### src/rtl/thumb_issue_aligner_pkg.sv
// -----------------------------------------------------------------------------
// thumb_pkg
//   Shared definitions for the Thumb issue aligner: halfword width, the
//   Thumb-2 32-bit prefix encodings, the prefix test and the aligner
//   state type.
// -----------------------------------------------------------------------------
package thumb_pkg;

  localparam int HW_W = 16;

  // hw[15:11] values that mark the first halfword of a 32-bit instruction
  localparam logic [4:0] PFX_A = 5'b11101;
  localparam logic [4:0] PFX_B = 5'b11110;
  localparam logic [4:0] PFX_C = 5'b11111;

  // RUN  : both halfwords of each accepted fetch word are buffered
  // SKIP : next accepted word contributes only its upper halfword
  typedef enum logic {
    RUN  = 1'b0,
    SKIP = 1'b1
  } state_e;

  function automatic logic is_t32_prefix(input logic [HW_W-1:0] hw);
    return (hw[15:11] == PFX_A) || (hw[15:11] == PFX_B) || (hw[15:11] == PFX_C);
  endfunction

endpackage

### src/rtl/thumb_issue_aligner_if.sv
// -----------------------------------------------------------------------------
// thumb_issue_aligner_if
//   Fetch-side and decode-side handshake bundle of the aligner.
//   master : fetch/redirect source and instruction consumer (environment)
//   slave  : the aligner itself
//   flush/flush_pc       redirect request and target
//   fetch_valid/ready    32-bit fetch word handshake, fetch_data[15:0] older
//   dec_valid/ready      one instruction per handshake
//   dec_inst/_16/_pc     instruction in decoder format, size flag, address
// -----------------------------------------------------------------------------
interface thumb_issue_aligner_if;

  logic        flush;
  logic [31:0] flush_pc;
  logic        fetch_valid;
  logic        fetch_ready;
  logic [31:0] fetch_data;
  logic        dec_valid;
  logic        dec_ready;
  logic [31:0] dec_inst;
  logic        dec_inst_16;
  logic [31:0] dec_pc;

  modport master (
    output flush, flush_pc, fetch_valid, fetch_data, dec_ready,
    input  fetch_ready, dec_valid, dec_inst, dec_inst_16, dec_pc
  );

  modport slave (
    input  flush, flush_pc, fetch_valid, fetch_data, dec_ready,
    output fetch_ready, dec_valid, dec_inst, dec_inst_16, dec_pc
  );

endinterface

### src/rtl/thumb_issue_aligner_hw_buf.sv
// -----------------------------------------------------------------------------
// thumb_hw_buf
//   Circular halfword FIFO. Up to two halfwords pushed and up to two popped
//   per cycle; exposes the two oldest entries and the occupancy.
//   clk, rst_n            clock, asynchronous active-low reset
//   i_clr                 synchronous clear (drops all entries)
//   i_push_n, i_push_hw0/1 number of halfwords to append (0..2), oldest first
//   i_pop_n               number of halfwords to remove (0..2)
//   o_head, o_head1       oldest and second-oldest halfword
//   o_count               occupancy
// The caller guarantees push never overflows and pop never exceeds count.
// -----------------------------------------------------------------------------
module thumb_hw_buf
  import thumb_pkg::*;
#(
  parameter int DEPTH_HW = 4,
  localparam int PW = $clog2(DEPTH_HW),
  localparam int CW = $clog2(DEPTH_HW + 1)
) (
  input  logic            clk,
  input  logic            rst_n,
  input  logic            i_clr,
  input  logic [1:0]      i_push_n,
  input  logic [HW_W-1:0] i_push_hw0,
  input  logic [HW_W-1:0] i_push_hw1,
  input  logic [1:0]      i_pop_n,
  output logic [HW_W-1:0] o_head,
  output logic [HW_W-1:0] o_head1,
  output logic [CW-1:0]   o_count
);

  logic [HW_W-1:0] r_slot [DEPTH_HW];
  logic [PW-1:0]   r_rd;
  logic [PW-1:0]   r_wr;
  logic [CW-1:0]   r_count;
  logic [PW-1:0]   w_rd1;
  logic [PW-1:0]   w_wr1;

  // Modular advance; DEPTH_HW need not be a power of two (e.g. 6)
  function automatic logic [PW-1:0] ptr_add(input logic [PW-1:0] p, input logic [1:0] n);
    logic [PW:0] s;
    s = {1'b0, p} + {{(PW-1){1'b0}}, n};
    if (s >= (PW+1)'(DEPTH_HW)) s = s - (PW+1)'(DEPTH_HW);
    return s[PW-1:0];
  endfunction

  assign w_rd1   = ptr_add(r_rd, 2'd1);
  assign w_wr1   = ptr_add(r_wr, 2'd1);
  assign o_head  = r_slot[r_rd];
  assign o_head1 = r_slot[w_rd1];
  assign o_count = r_count;

  always_ff @(posedge clk or negedge rst_n) begin
    if (!rst_n) begin
      r_rd    <= '0;
      r_wr    <= '0;
      r_count <= '0;
      for (int i = 0; i < DEPTH_HW; i++) r_slot[i] <= '0;
    end else if (i_clr) begin
      r_rd    <= '0;
      r_wr    <= '0;
      r_count <= '0;
    end else begin
      if (i_push_n != 2'd0) r_slot[r_wr]  <= i_push_hw0;
      if (i_push_n == 2'd2) r_slot[w_wr1] <= i_push_hw1;
      r_wr    <= ptr_add(r_wr, i_push_n);
      r_rd    <= ptr_add(r_rd, i_pop_n);
      r_count <= r_count - CW'(i_pop_n) + CW'(i_push_n);
    end
  end

endmodule

### src/rtl/thumb_issue_aligner.sv
// -----------------------------------------------------------------------------
// thumb_issue_aligner
//   Splits 32-bit fetch words into halfwords, assembles 16/32-bit Thumb
//   instructions and presents one per handshake to the decoder with its PC.
//   Branch redirects clear the buffer; a halfword-misaligned target drops the
//   lower halfword of the next fetched word.
//   clk    system clock
//   rst_n  asynchronous active-low reset
//   bus    thumb_issue_aligner_if.slave (fetch, redirect and decode handshakes)
// -----------------------------------------------------------------------------
module thumb_issue_aligner
  import thumb_pkg::*;
#(
  parameter int          DEPTH_HW = 4,
  parameter logic [31:0] RESET_PC = 32'h0000_0000,
  localparam int CW = $clog2(DEPTH_HW + 1)
) (
  input  logic                   clk,
  input  logic                   rst_n,
  thumb_issue_aligner_if.slave   bus
);

  localparam logic [CW-1:0] C_PUSH_LIM = CW'(DEPTH_HW - 2);

  state_e          r_state;
  logic [31:0]     r_pc;
  logic [HW_W-1:0] w_head;
  logic [HW_W-1:0] w_head1;
  logic [CW-1:0]   w_count;
  logic            w_pfx;
  logic            w_valid;
  logic            w_pop;
  logic            w_push;
  logic [1:0]      w_pop_n;
  logic [1:0]      w_push_n;
  logic [HW_W-1:0] w_push_hw0;

  thumb_hw_buf #(.DEPTH_HW(DEPTH_HW)) u_buf (
    .clk        (clk),
    .rst_n      (rst_n),
    .i_clr      (bus.flush),
    .i_push_n   (w_push_n),
    .i_push_hw0 (w_push_hw0),
    .i_push_hw1 (bus.fetch_data[31:16]),
    .i_pop_n    (w_pop_n),
    .o_head     (w_head),
    .o_head1    (w_head1),
    .o_count    (w_count)
  );

  assign w_pfx = is_t32_prefix(w_head);

  // A lone prefix must wait for its second halfword
  assign w_valid = !bus.flush &&
                   ((w_count >= CW'(1) && !w_pfx) || (w_count >= CW'(2) && w_pfx));
  assign w_pop   = w_valid && bus.dec_ready;
  assign w_pop_n = w_pop ? (w_pfx ? 2'd2 : 2'd1) : 2'd0;

  // Acceptance uses the current count only, so it never depends on dec_ready
  assign bus.fetch_ready = !bus.flush && (w_count <= C_PUSH_LIM);
  assign w_push          = bus.fetch_valid && bus.fetch_ready;
  assign w_push_n        = w_push ? ((r_state == SKIP) ? 2'd1 : 2'd2) : 2'd0;
  assign w_push_hw0      = (r_state == SKIP) ? bus.fetch_data[31:16] : bus.fetch_data[15:0];

  assign bus.dec_valid   = w_valid;
  assign bus.dec_inst    = w_pfx ? {w_head, w_head1} : {w_head, 16'h0000};
  assign bus.dec_inst_16 = !w_pfx;
  assign bus.dec_pc      = r_pc;

  always_ff @(posedge clk or negedge rst_n) begin
    if (!rst_n) begin
      r_state <= RUN;
      r_pc    <= RESET_PC;
    end else if (bus.flush) begin
      r_state <= bus.flush_pc[1] ? SKIP : RUN;
      r_pc    <= bus.flush_pc & 32'hFFFF_FFFE;
    end else begin
      if (w_push) r_state <= RUN;
      if (w_pop)  r_pc    <= r_pc + (w_pfx ? 32'd4 : 32'd2);
    end
  end

endmodule

### src/flat_wrapper.sv
// flat-port wrapper written by rule: the top's interface ports become plain ports
module thumb_issue_aligner_flat import thumb_pkg::*;
#(
  parameter int          DEPTH_HW = 4,
  parameter logic [31:0] RESET_PC = 32'h0000_0000,
  localparam int CW = $clog2(DEPTH_HW + 1)
)
  (clk, rst_n, bus_flush, bus_flush_pc, bus_fetch_valid, bus_fetch_data, bus_dec_ready, bus_fetch_ready, bus_dec_valid, bus_dec_inst, bus_dec_inst_16, bus_dec_pc);
  thumb_issue_aligner_if bus_i ();
  input  logic clk;
  input  logic rst_n;
  input wire logic [$bits(bus_i.flush)-1:0] bus_flush;
  input wire logic [$bits(bus_i.flush_pc)-1:0] bus_flush_pc;
  input wire logic [$bits(bus_i.fetch_valid)-1:0] bus_fetch_valid;
  input wire logic [$bits(bus_i.fetch_data)-1:0] bus_fetch_data;
  input wire logic [$bits(bus_i.dec_ready)-1:0] bus_dec_ready;
  output wire logic [$bits(bus_i.fetch_ready)-1:0] bus_fetch_ready;
  output wire logic [$bits(bus_i.dec_valid)-1:0] bus_dec_valid;
  output wire logic [$bits(bus_i.dec_inst)-1:0] bus_dec_inst;
  output wire logic [$bits(bus_i.dec_inst_16)-1:0] bus_dec_inst_16;
  output wire logic [$bits(bus_i.dec_pc)-1:0] bus_dec_pc;
  assign bus_i.flush = bus_flush;
  assign bus_i.flush_pc = bus_flush_pc;
  assign bus_i.fetch_valid = bus_fetch_valid;
  assign bus_i.fetch_data = bus_fetch_data;
  assign bus_i.dec_ready = bus_dec_ready;
  assign bus_fetch_ready = bus_i.fetch_ready;
  assign bus_dec_valid = bus_i.dec_valid;
  assign bus_dec_inst = bus_i.dec_inst;
  assign bus_dec_inst_16 = bus_i.dec_inst_16;
  assign bus_dec_pc = bus_i.dec_pc;
  thumb_issue_aligner #(.DEPTH_HW(DEPTH_HW), .RESET_PC(RESET_PC)) u_core (.clk(clk), .rst_n(rst_n), .bus(bus_i));
endmodule
### config.mk
export PLATFORM = sky130hd
export DESIGN_NAME = thumb_issue_aligner_flat
export DESIGN_NICKNAME = d
export VERILOG_FILES = /design/src/rtl/thumb_issue_aligner_pkg.sv /design/src/rtl/thumb_issue_aligner_if.sv /design/src/rtl/thumb_issue_aligner_hw_buf.sv /design/src/rtl/thumb_issue_aligner.sv /design/src/flat_wrapper.sv
export SDC_FILE = /design/constraint.sdc
export NUM_CORES = 1
export LEC_CHECK = 0
export ABC_AREA = 0
export CAP_MARGIN = 20
export CORE_MARGIN = 3
export CORE_UTILIZATION = 56
export DETAILED_ROUTE_END_ITERATION = 10
export MAX_ROUTING_LAYER = met4
export PLACE_DENSITY = 0.94
export SLEW_MARGIN = 20
export SYNTH_ARGS = -nofsm -noshare
export SYNTH_HDL_FRONTEND = slang
export SYNTH_SLANG_ARGS = --single-unit
### constraint.sdc
create_clock -name clk -period 4.8 [get_ports clk]
set_input_delay 0.96 -clock clk [delete_from_list [all_inputs] [get_ports clk]]
set_output_delay 0.96 -clock clk [all_outputs]
set_load 0.005 [all_outputs]
* After elaboration in Yosys (flattened, before gate mapping) *
Cells that the tools add are included.

storage, ports and cells
  bits in registers = 104
  word-level logic and storage cells = 91

operators by class
  add/sub/neg operators = 11
  $lt $le $gt $ge = 13
  eq/ne operators = 4
  multiplexer cells = 34
  bitwise logic cells = 4
  reductions and logical operators = 16

operator list
  cell                 count
  $mux 64              3
  $bwmux 64            2
  $mux 16              8
  $bmux 16 s2          2
  $demux 16 s2         2
  $mux 32              2
  $add 32x32->32       1
  $ge 3x3->1 const B   8
  $mux 2               10
  $eq 5x5->1 const B   3
  $not 2->3            4
  $logic_and 1x1->1    8
  $sub 2x1->2 const B  4
  $add 2x1->3 const B  2
  $add 2x2->3          2
  $lt 3x1->1 const B   2
  $mux 3               2
  $reduce_bool 2->1    3
  $add 3x2->3          1
  $ge 3x1->1 const B   1
  $ge 3x2->1 const B   1
  $le 3x2->1 const B   1
  $logic_or 1x1->1     3
  $mux 1               3
  other kinds (3)      4

* Logic depth before layout (Yosys ltp) *
Gate-level depths: netlist of run 1.

  word-level depth = 17
  depth in mapped cells = 14
  depth with buffers taken out = 12

* Hierarchy *
Synthesis of run 1 repeated with hierarchy kept, for this count alone.

unflattened totals
  cells, all modules = 566
  area total of the unflattened synthesis = 6538.8 µm²

modules (own cells, without submodules)
  module               times used  cells an instance  area an instance (µm²)  sequential area each (µm²)
  thumb_hw_buf         1           303                4080.2                  1776.7
  thumb_issue_aligner  1           263                2458.6                  800.8

* Least setup slack after synthesis of run 1 *
Ideal clock, no wire load.

  path type = register to register
  start = reg u_core.u_buf.r_rd[0]
  end = reg u_core.r_pc[17], in the netlist u_core.bus.dec_pc[17]
  library setup time = 0.082 ns
  arrival time = 3.289 ns
  data required time = 4.718 ns
  path slack = 1.430 ns
  cell stages (with the launch flop) = 13
  path buffers = 3
  clock period less this slack = 3.370 ns
  path through = dfrtp_1 buf_2 mux4_2 nand3_1 or2_1 clkbuf_1 ha_1 fa_1 nand3_1 or2_2 buf_1 or4_1 a31oi_1

between the ends
  longest elaborated chain between the ends = 13
  elaborated cells on any way between the ends = 20

ends and longest elaborated chain
  what                                            line                              source
  from (decl)                                     thumb_issue_aligner_hw_buf.sv:33  logic [PW-1:0] r_rd;
  from (signal assigned)                          thumb_issue_aligner_hw_buf.sv:67  r_rd <= ptr_add(r_rd, i_pop_n);
  $not 2->3 (implied by the code) (*)             thumb_issue_aligner_hw_buf.sv:49  assign o_head = r_slot[r_rd];
  $bmux 16 s2 (*)                                 thumb_issue_aligner_hw_buf.sv:49
  $mux 16 (implied by the code) (*) (2 in a row)  thumb_issue_aligner_hw_buf.sv:49
  named net bus_dec_inst[30]                      flat_wrapper.sv:19                output wire logic [$bits(bus_i.dec_inst)-1:0] bus_dec_inst;
  $eq 5x5->1                                      thumb_issue_aligner_pkg.sv:24     return (hw[15:11] == PFX_A) || (hw[15:11] == PFX_B) || (hw[15:11] == PFX_C);
  $logic_or 1x1->1                                thumb_issue_aligner_pkg.sv:24
  $logic_or 1x1->1 (*)                            thumb_issue_aligner_pkg.sv:24
  $logic_not 1->1 (*)                             --
  named net bus_dec_inst_16                       flat_wrapper.sv:20                output wire logic [$bits(bus_i.dec_inst_16)-1:0] bus_dec_inst_16;
  $logic_and 1x1->1 (*)                           thumb_issue_aligner.sv:55         ((w_count >= CW'(1) && !w_pfx) || (w_count >= CW'(2) && w_pfx));
  $logic_or 1x1->1 (*)                            thumb_issue_aligner.sv:55
  $logic_and 1x1->1 (*)                           thumb_issue_aligner.sv:54         assign w_valid = !bus.flush &&
  $logic_and 1x1->1 (*)                           thumb_issue_aligner.sv:56         assign w_pop = w_valid && bus.dec_ready;
  $reduce_bool 2->1 (no line) (*)                 --
  to (signal assigned)                            thumb_issue_aligner.sv:76         r_pc <= bus.flush_pc & 32'hFFFF_FFFE;
  to (signal assigned)                            thumb_issue_aligner.sv:79         if (w_pop) r_pc <= r_pc + (w_pfx ? 32'd4 : 32'd2);
  to (decl)                                       thumb_issue_aligner.sv:26         logic [31:0] r_pc;

Mark *: on every way through the listed nets, which the timed path passes. The rest lies on a longest branch. The select of a mux whose other input is x is not followed.
A chain may end at the register's enable or synchronous reset.

* Final worst setup path of run 1 *
  start = reg u_core.u_buf.r_rd[1]
  end = out bus_dec_inst[6]

between the ends
  longest elaborated chain between the ends = 8
  elaborated cells on any way between the ends = 18

ends and longest elaborated chain
  what                                                                            line                                                                source
  $add 2x1->3 or $not 2->3 (tied branches)                                        thumb_issue_aligner_hw_buf.sv:42, thumb_issue_aligner_hw_buf.sv:49
  $ge 3x3->1, or another cell as far along                                        thumb_issue_aligner_hw_buf.sv:43                                    if (s >= (PW+1)'(DEPTH_HW)) s = s - (PW+1)'(DEPTH_HW);
  $mux 2 or $mux 16 (tied branches)                                               thumb_issue_aligner_hw_buf.sv:43, thumb_issue_aligner_hw_buf.sv:49
  $not 2->3 (implied by the code) or $mux 16 (tied branches)                      thumb_issue_aligner_hw_buf.sv:50, thumb_issue_aligner_hw_buf.sv:49
  $bmux 16 s2 or $eq 5x5->1 (tied branches)                                       thumb_issue_aligner_hw_buf.sv:50, thumb_issue_aligner_pkg.sv:24
  $mux 16 (implied by the code) or $logic_or 1x1->1 (tied branches) (2 in a row)  thumb_issue_aligner_hw_buf.sv:50, thumb_issue_aligner_pkg.sv:24
  $mux 16 (*)                                                                     thumb_issue_aligner.sv:66                                           assign bus.dec_inst = w_pfx ? {w_head, w_head1} : {w_head, 16'h0000};
  to (decl)                                                                       flat_wrapper.sv:19

Mark *: on every way between the ends. The rest lies on a longest branch, timed or not. The select of a mux whose other input is x is not followed.

==> out/metrics.cfg, run 1 <==
[drt]
dr.pass1.iters = 6
wl_um = 20600
first_iter_violations = 969
ant_nets = 0
via_count = 6588
routed_via_density = 7.13
drc = 0
wire_per_inst_um = 22.3

[layout]
layout_common_cells = clkdlybuf4s50_1, dfrtp_1, o22ai_1
layout_commonest_cell = clkdlybuf4s50_1
drive_gt1_frac = 0.0906
final_nets = 858
n_antenna_cell = 0
syn_to_final_growth_pct = 26.2

[clock_network]
clockBufferDepth = 2
cts_tree = done
post_cts_resized = 0
htreeDepth = 3
clock_latency_ns = 0.36
cts.clk_slew.worst_paths_ns = 0.07
cts_setup_buffers = 0
cts_made_buffers = 9
cts_num_sinks = 103
root_buffer = clkbuf_16
cts_hold_buf = 0

[synthesis]
syn_nets = 758
synth.ff_latch_count = 103
yosysSeqAreaShare = 0.401
synth_top_area_cell = dfrtp_1
synth_edf_count = 0
ys_types = 54
avgSynthCellArea_um2 = 9.46
ys.flop_type = dfrtp_1
syn_area_mm2 = 0.00643
syn-instance-count = 680
async_reset_ff_frac = 1.00
ys_top_cells_by_area = dfrtp_1, mux4_2, o22ai_1, o21ai_1, o21a_1
yosys_warnings = 0
synth_top_area_share = 0.401

[critical_path]
slowest_stage = dfrtp_2
path_delay_family = buffers and inverters
cp-end-kind = primary output
crit_arrival_ns = 3.37
cp_common_cell = buf_4
max_stage_delay_ns = 0.59
path_class = flop to primary output
crit_chain = buf_4 -> mux4_2 -> nand3_1 -> or2_1 -> buf_4 -> nor2b_1 -> clkdlybuf4s50_1
cp_data_required_time_ns = 3.84
critPathMaxFanout = 23
crit_buf_inv = 3
cp-start-kind = flop

[timing]
drv_slew = 0
clock.fmax_mhz = 231
worst_pin_slew_ns = 1.17
setup_violations = 0
hold_slack_ns = 0.521
fin_tns_setup_ns = 0
skew_ns = 0.00936
layout_worst_path_cycle_share = 0.901
period_needed_ns = 4.33
relSlewSlack = 0.218
hold_viol_final = 0
rsz0062_at_grt = false

[power_and_ir_drop]
vdd.ir_drop.worst_mv = 0.369
power.total_mw = 4.02
p_per_area_mw_per_mm2 = 495
leakagePower_nw = 3.11

[die]
io_pins = 136
die-area_mm2 = 0.0128
core_area_mm2 = 0.0110
die_x_um = 113
die_y_um = 113
rows = 38
start_util = 0.583

[global_route]
grt_max_degree = 76
grt_pass1_wl_um = 33000
first_global_vias = 6669
grt_use_total = 0.331
antenna_found_initial = 0
grt-ovfl-total = 0

[placed_design]
io_buffers = 133
gp_congestion = 0.933
dp_hpwl_um = 13200

[run]
cap_violations = 0

[worst_hold_path]
hold_class = flop to flop

[run_status]
status = complete, no violations

path summary, 6_finish.rpt:
kind                                         start                       to  slack (ns)  cells past startpoint
setup reg to reg              u_core.u_buf.r_rd[1]    u_core.bus.dec_pc[23]        0.62                     11
setup / recovery              u_core.u_buf.r_rd[1]          bus_dec_inst[6]        0.47                      7
hold / removal             u_core.u_buf.r_slot[44]  u_core.u_buf.r_slot[44]        0.52                      1
hold reg to reg            u_core.u_buf.r_slot[44]  u_core.u_buf.r_slot[44]        0.52                      1
min in group asynchronous                    rst_n    u_core.bus.dec_pc[27]        0.77                      1
max in group asynchronous                    rst_n     u_core.u_buf.r_rd[1]        3.02                      2
through the flow:
stage / instance area (µm²) / utilization / setup WS [ns] / cells
2_1_floorplan: 6430 / - / 1.43 / 680
3_3_place_gp: 7810 / 0.708 / 0.902 / 909
3_5_place_dp: 7810 / 0.708 / 0.792 / 909
4_1_cts: 8110 / 0.735 / 0.534 / 924
5_1_grt: 8120 / 0.736 / 0.282 / 924
6_report: 8120 / 0.736 / 0.474 / 924
where the power goes:
group	internal [mW]	switching (mW)	total [mW]	leakage, nW
Clock	0.416	0.331	0.747	0.141
Sequential	1.11	0.287	1.40	1.24
Combinational	0.986	0.887	1.87	1.73
Total	2.52	1.51	4.02	3.11
cell type report:
cell class              count  area (µm²)
flip-flops and latches    103        2580
multi-input cells         484        3500
repair buffers            146        1430
clock inverters             5        58.8
fillers                   730        2910
well taps                 140         175
inverters                  36         135
clock buffers              10         239
flip-flops by register name (all words and copies together) (netlist names):
name                  flops
u_core.u_buf.r_rd         2
u_core.u_buf.o_count      3
u_core.u_buf.r_slot      64
u_core.bus.dec_pc        31
u_core.r_state            1
u_core.u_buf.r_wr         2
per-layer routing:
layer / track usage / wire (µm) / vias up / part of all wire
met1: 0.392 / 7210 / 3127 / 0.35
li1: - / - / 2787 / -
met5: - / 0 / - / 0
met2: 0.535 / 10000 / 577 / 0.49
met3: 0.0786 / 2600 / 97 / 0.13
met4: 0.157 / 813 / 0 / 0.039
worst reg2reg max path, stage by stage, from the launching register on:
cell and delay [ns]:
dfrtp_2 0.59, buf_4 0.48, mux4_2 0.40, nand3_1 0.31, or2_1 0.25, ha_1 0.22
fa_1 0.22, nand3_1 0.18, a211oi_1 0.31, o21ai_1 0.37, or4_1 0.58, a31oi_1 0.21
cell families (layout without fill, tap and decap cells):
| logic type | Yosys count | after routing | share of synthesized area |
|---|---|---|---|
| fa+ha+maj | 9 | 9 | 0.0210 |
| other cells | 1 | 1 | 0.000583 |
| compound gates | 274 | 274 | 0.264 |
| simple gates | 159 | 159 | 0.132 |
| xor+xnor | 7 | 7 | 0.00953 |
| flops | 103 | 103 | 0.401 |
| buf+inv | 93 | 197 | 0.0576 |
| mux | 34 | 34 | 0.115 |
cells in the mapped netlist, types with 9 or more instances:
master	count
a21oi_1	36
a31oi_1	25
clkbuf_1	42
dfrtp_1	103
inv_1	35
mux4_2	32
nand2_1	23
nand3_1	13
nor2_1	41
nor2b_1	23
nor3_1	9
o21a_1	34
o21ai_0	23
o21ai_1	54
o22ai_1	64
o31ai_1	12
or4_1	13
No activity file was read; power rests on OpenSTA's default activity.
==> inputs of run 2 (changes only) <==
- CORE_UTILIZATION: 56 -> 40
- PLACE_DENSITY: 0.94 -> 0.62
==> run 2 against run 1 <==
Effect of this change: combinational power is 3% lower; non-clock buffer count stayed put; clock skew is 0.0019 ns lower; flip-flop and latch count stayed put; sequential power hardly changed; design area is 1.3% higher; critical path type unchanged; sequential share of layout area is 0.37 points lower; critical endpoint is now bus_dec_inst[14]; largest power group unchanged; die area is 38% higher.
==> out/metrics.cfg, run 2 (same netlist as run 1, synthesis figures left out) <==
[run_status]
status = complete, no violations

[power_and_ir_drop]
p_per_area_mw_per_mm2 = 485  ; -2.1%
clkPwrFrac = 0.193  ; +0.007
power.switching_mw = 1.47  ; -2.3%
comb_power_share = 0.458  ; -0.008
leakagePower_nw = 3.13  ; +0.44%
p_int_mw = 2.52  ; about the same
vdd.ir_drop.worst_mv = 0.248  ; -33%
seq_power_share = 0.349  ; about the same
p_sw_frac = 0.369  ; -0.00573

[critical_path]
crit_chain = mux4_2 -> nand3_1 -> or2_1 -> buf_4 -> nor2b_1 -> clkdlybuf4s50_1
path_delay_family = buffers and inverters
max_stage_delay_ns = 0.77  ; +0.18 ns
cp-end-kind = primary output
rr_endpoint = u_core.bus.dec_pc[23]
crit_buf_inv = 2  ; -1
cp_num_cells = 6  ; -1
slowest_stage = dfrtp_1
critPathMaxFanout = 19  ; -17%
r2r_cells = 10  ; -1
cp_data_required_time_ns = 3.84  ; about the same
crit_start = u_core.u_buf.r_rd[0]
ff2ff_setup_slack_ns = 0.84  ; +0.22 ns
cp-start-kind = flop
path_class = flop to primary output
crit_arrival_ns = 3.18  ; -0.19 ns
crit_end = bus_dec_inst[14]
r2r_start = u_core.u_buf.r_rd[0]

[clock_network]
cts_num_sinks = 103  ; unchanged
root_buffer = clkbuf_16
clockBufferDepth = 2  ; unchanged
clock_latency_ns = 0.35  ; about the same
htreeDepth = 3  ; unchanged
cts_tree = done
post_cts_resized = 0  ; unchanged
cts_setup_buffers = 0  ; unchanged
cts.clk_slew.worst_paths_ns = 0.07  ; about the same
cts_made_buffers = 9  ; unchanged
cts_hold_buf = 0  ; unchanged

[layout]
drive_gt1_frac = 0.0917  ; +0.00116
layout_commonest_cell = clkdlybuf4s50_1
layout_common_cells = clkdlybuf4s50_1, dfrtp_1, o22ai_1
fillers = 1351  ; +85%
top_register = u_core.u_buf.r_slot
syn_to_final_growth_pct = 27.8
largest_reg_flops = 64  ; unchanged
final_nets = 858  ; unchanged
n_antenna_cell = 0  ; unchanged
final_util = 0.531  ; -0.205

[timing]
skew_ns = 0.00746  ; -0.00190 ns
period_needed_ns = 4.14  ; -0.190 ns
relSlewSlack = 0.310  ; +0.0924
clock.fmax_mhz = 242  ; +4.6%
worst_slack_ns = 0.664  ; +0.190 ns
layout_worst_path_cycle_share = 0.862  ; -0.0395
setup_violations = 0  ; unchanged
rsz0062_at_grt = false
hold_viol_final = 0  ; unchanged
worst_pin_slew_ns = 1.03  ; -0.141 ns
drv_slew = 0  ; unchanged
fin_tns_setup_ns = 0  ; unchanged

[drt]
routed.top_layer = met4
first_iter_violations = 462  ; -52%
via_count = 6195  ; -6.0%
wire_per_inst_um = 20.5  ; -8.3%
wl_um = 20400  ; -1.2%
dr.pass1.iters = 5  ; -1
routed-wl-met3_um = 1690  ; -35%
wl_met1_um = 8800  ; +22%
dr_wl_met2_um = 9430  ; -5.8%
routed_via_density = 6.22  ; -13%
ant_nets = 0  ; unchanged
drc = 0  ; unchanged

[global_route]
grt_pass1_wl_um = 33300  ; +0.81%
grt_max_degree = 80  ; +5.3%
grt-ovfl-total = 0  ; unchanged
first_global_vias = 6250  ; -6.3%
grt_use_total = 0.241  ; -0.0900
antenna_found_initial = 0  ; unchanged

[placed_design]
pre_cts_slack_ns = 0.913  ; +0.121 ns
gp_congestion = 0.855  ; -8.3%
io_buffers = 133  ; unchanged
dp_hpwl_um = 13200  ; +0.17%

[die]
rows = 45  ; +18%
io_pins = 136  ; unchanged
die_x_um = 133  ; +17%
core_area_mm2 = 0.0155  ; +40%
die_y_um = 133  ; +17%
die-area_mm2 = 0.0176  ; +38%
start_util = 0.415  ; -0.168

[run]
cap_violations = 0  ; unchanged

[worst_hold_path]
hold_class = flop to flop

## run 2: layer usage
layer  vias to the layer above  global-route usage
met1                      3048               0.317
met4                         0               0.109
met5                         -                   -
met3                        42              0.0498
met2                       319               0.359
li1                       2786                   -
## run 2: cell type report
class	instances	area, µm²	area share
multi-input cells	484	3500	0.426
repair buffers	146	1430	0.174
flip-flops and latches	103	2580	0.314
clock buffers	10	239	0.0291
inverters	36	135	0.0164
clock inverters	6	66.3	0.00807
well taps	211	264	0.0321
## run 2: worst min path at each step
stage | to | depth (start not counted) | from
2_1_floorplan | u_core.u_buf.r_slot[15] | 1 | u_core.u_buf.r_slot[15]
3_3_place_gp | u_core.u_buf.r_slot[15] | 1 | u_core.u_buf.r_slot[15]
3_5_place_dp | u_core.u_buf.r_slot[15] | 1 | u_core.u_buf.r_slot[15]
4_1_cts | u_core.u_buf.r_slot[15] | 1 | u_core.u_buf.r_slot[15]
5_1_grt | u_core.u_buf.r_slot[33] | 1 | u_core.u_buf.r_slot[33]
6_report | u_core.u_buf.r_slot[3] | 1 | u_core.u_buf.r_slot[3]
## run 2: per-stage QoR
step | cell area [µm²] | hold WS (ns) | power (mW) | std cells
3_5_place_dp | 7900 | 0.502 | 3.21 | 980
5_1_grt | 8220 | 0.533 | 4.26 | 996
3_3_place_gp | 7900 | 0.486 | 3.17 | 980
4_1_cts | 8200 | 0.516 | 4.00 | 996
6_report | 8220 | 0.515 | 3.99 | 996
2_1_floorplan | 6430 | 0.475 | 2.38 | 680
## run 2: power by group through the flow
stage	Combinational [mW]	Sequential (mW)	Clock, mW
floorplan	1.11	1.28	0
global placement	1.79	1.37	0
detailed placement	1.81	1.40	0
CTS	1.83	1.38	0.783
global route	2.01	1.43	0.819
finish	1.82	1.39	0.771
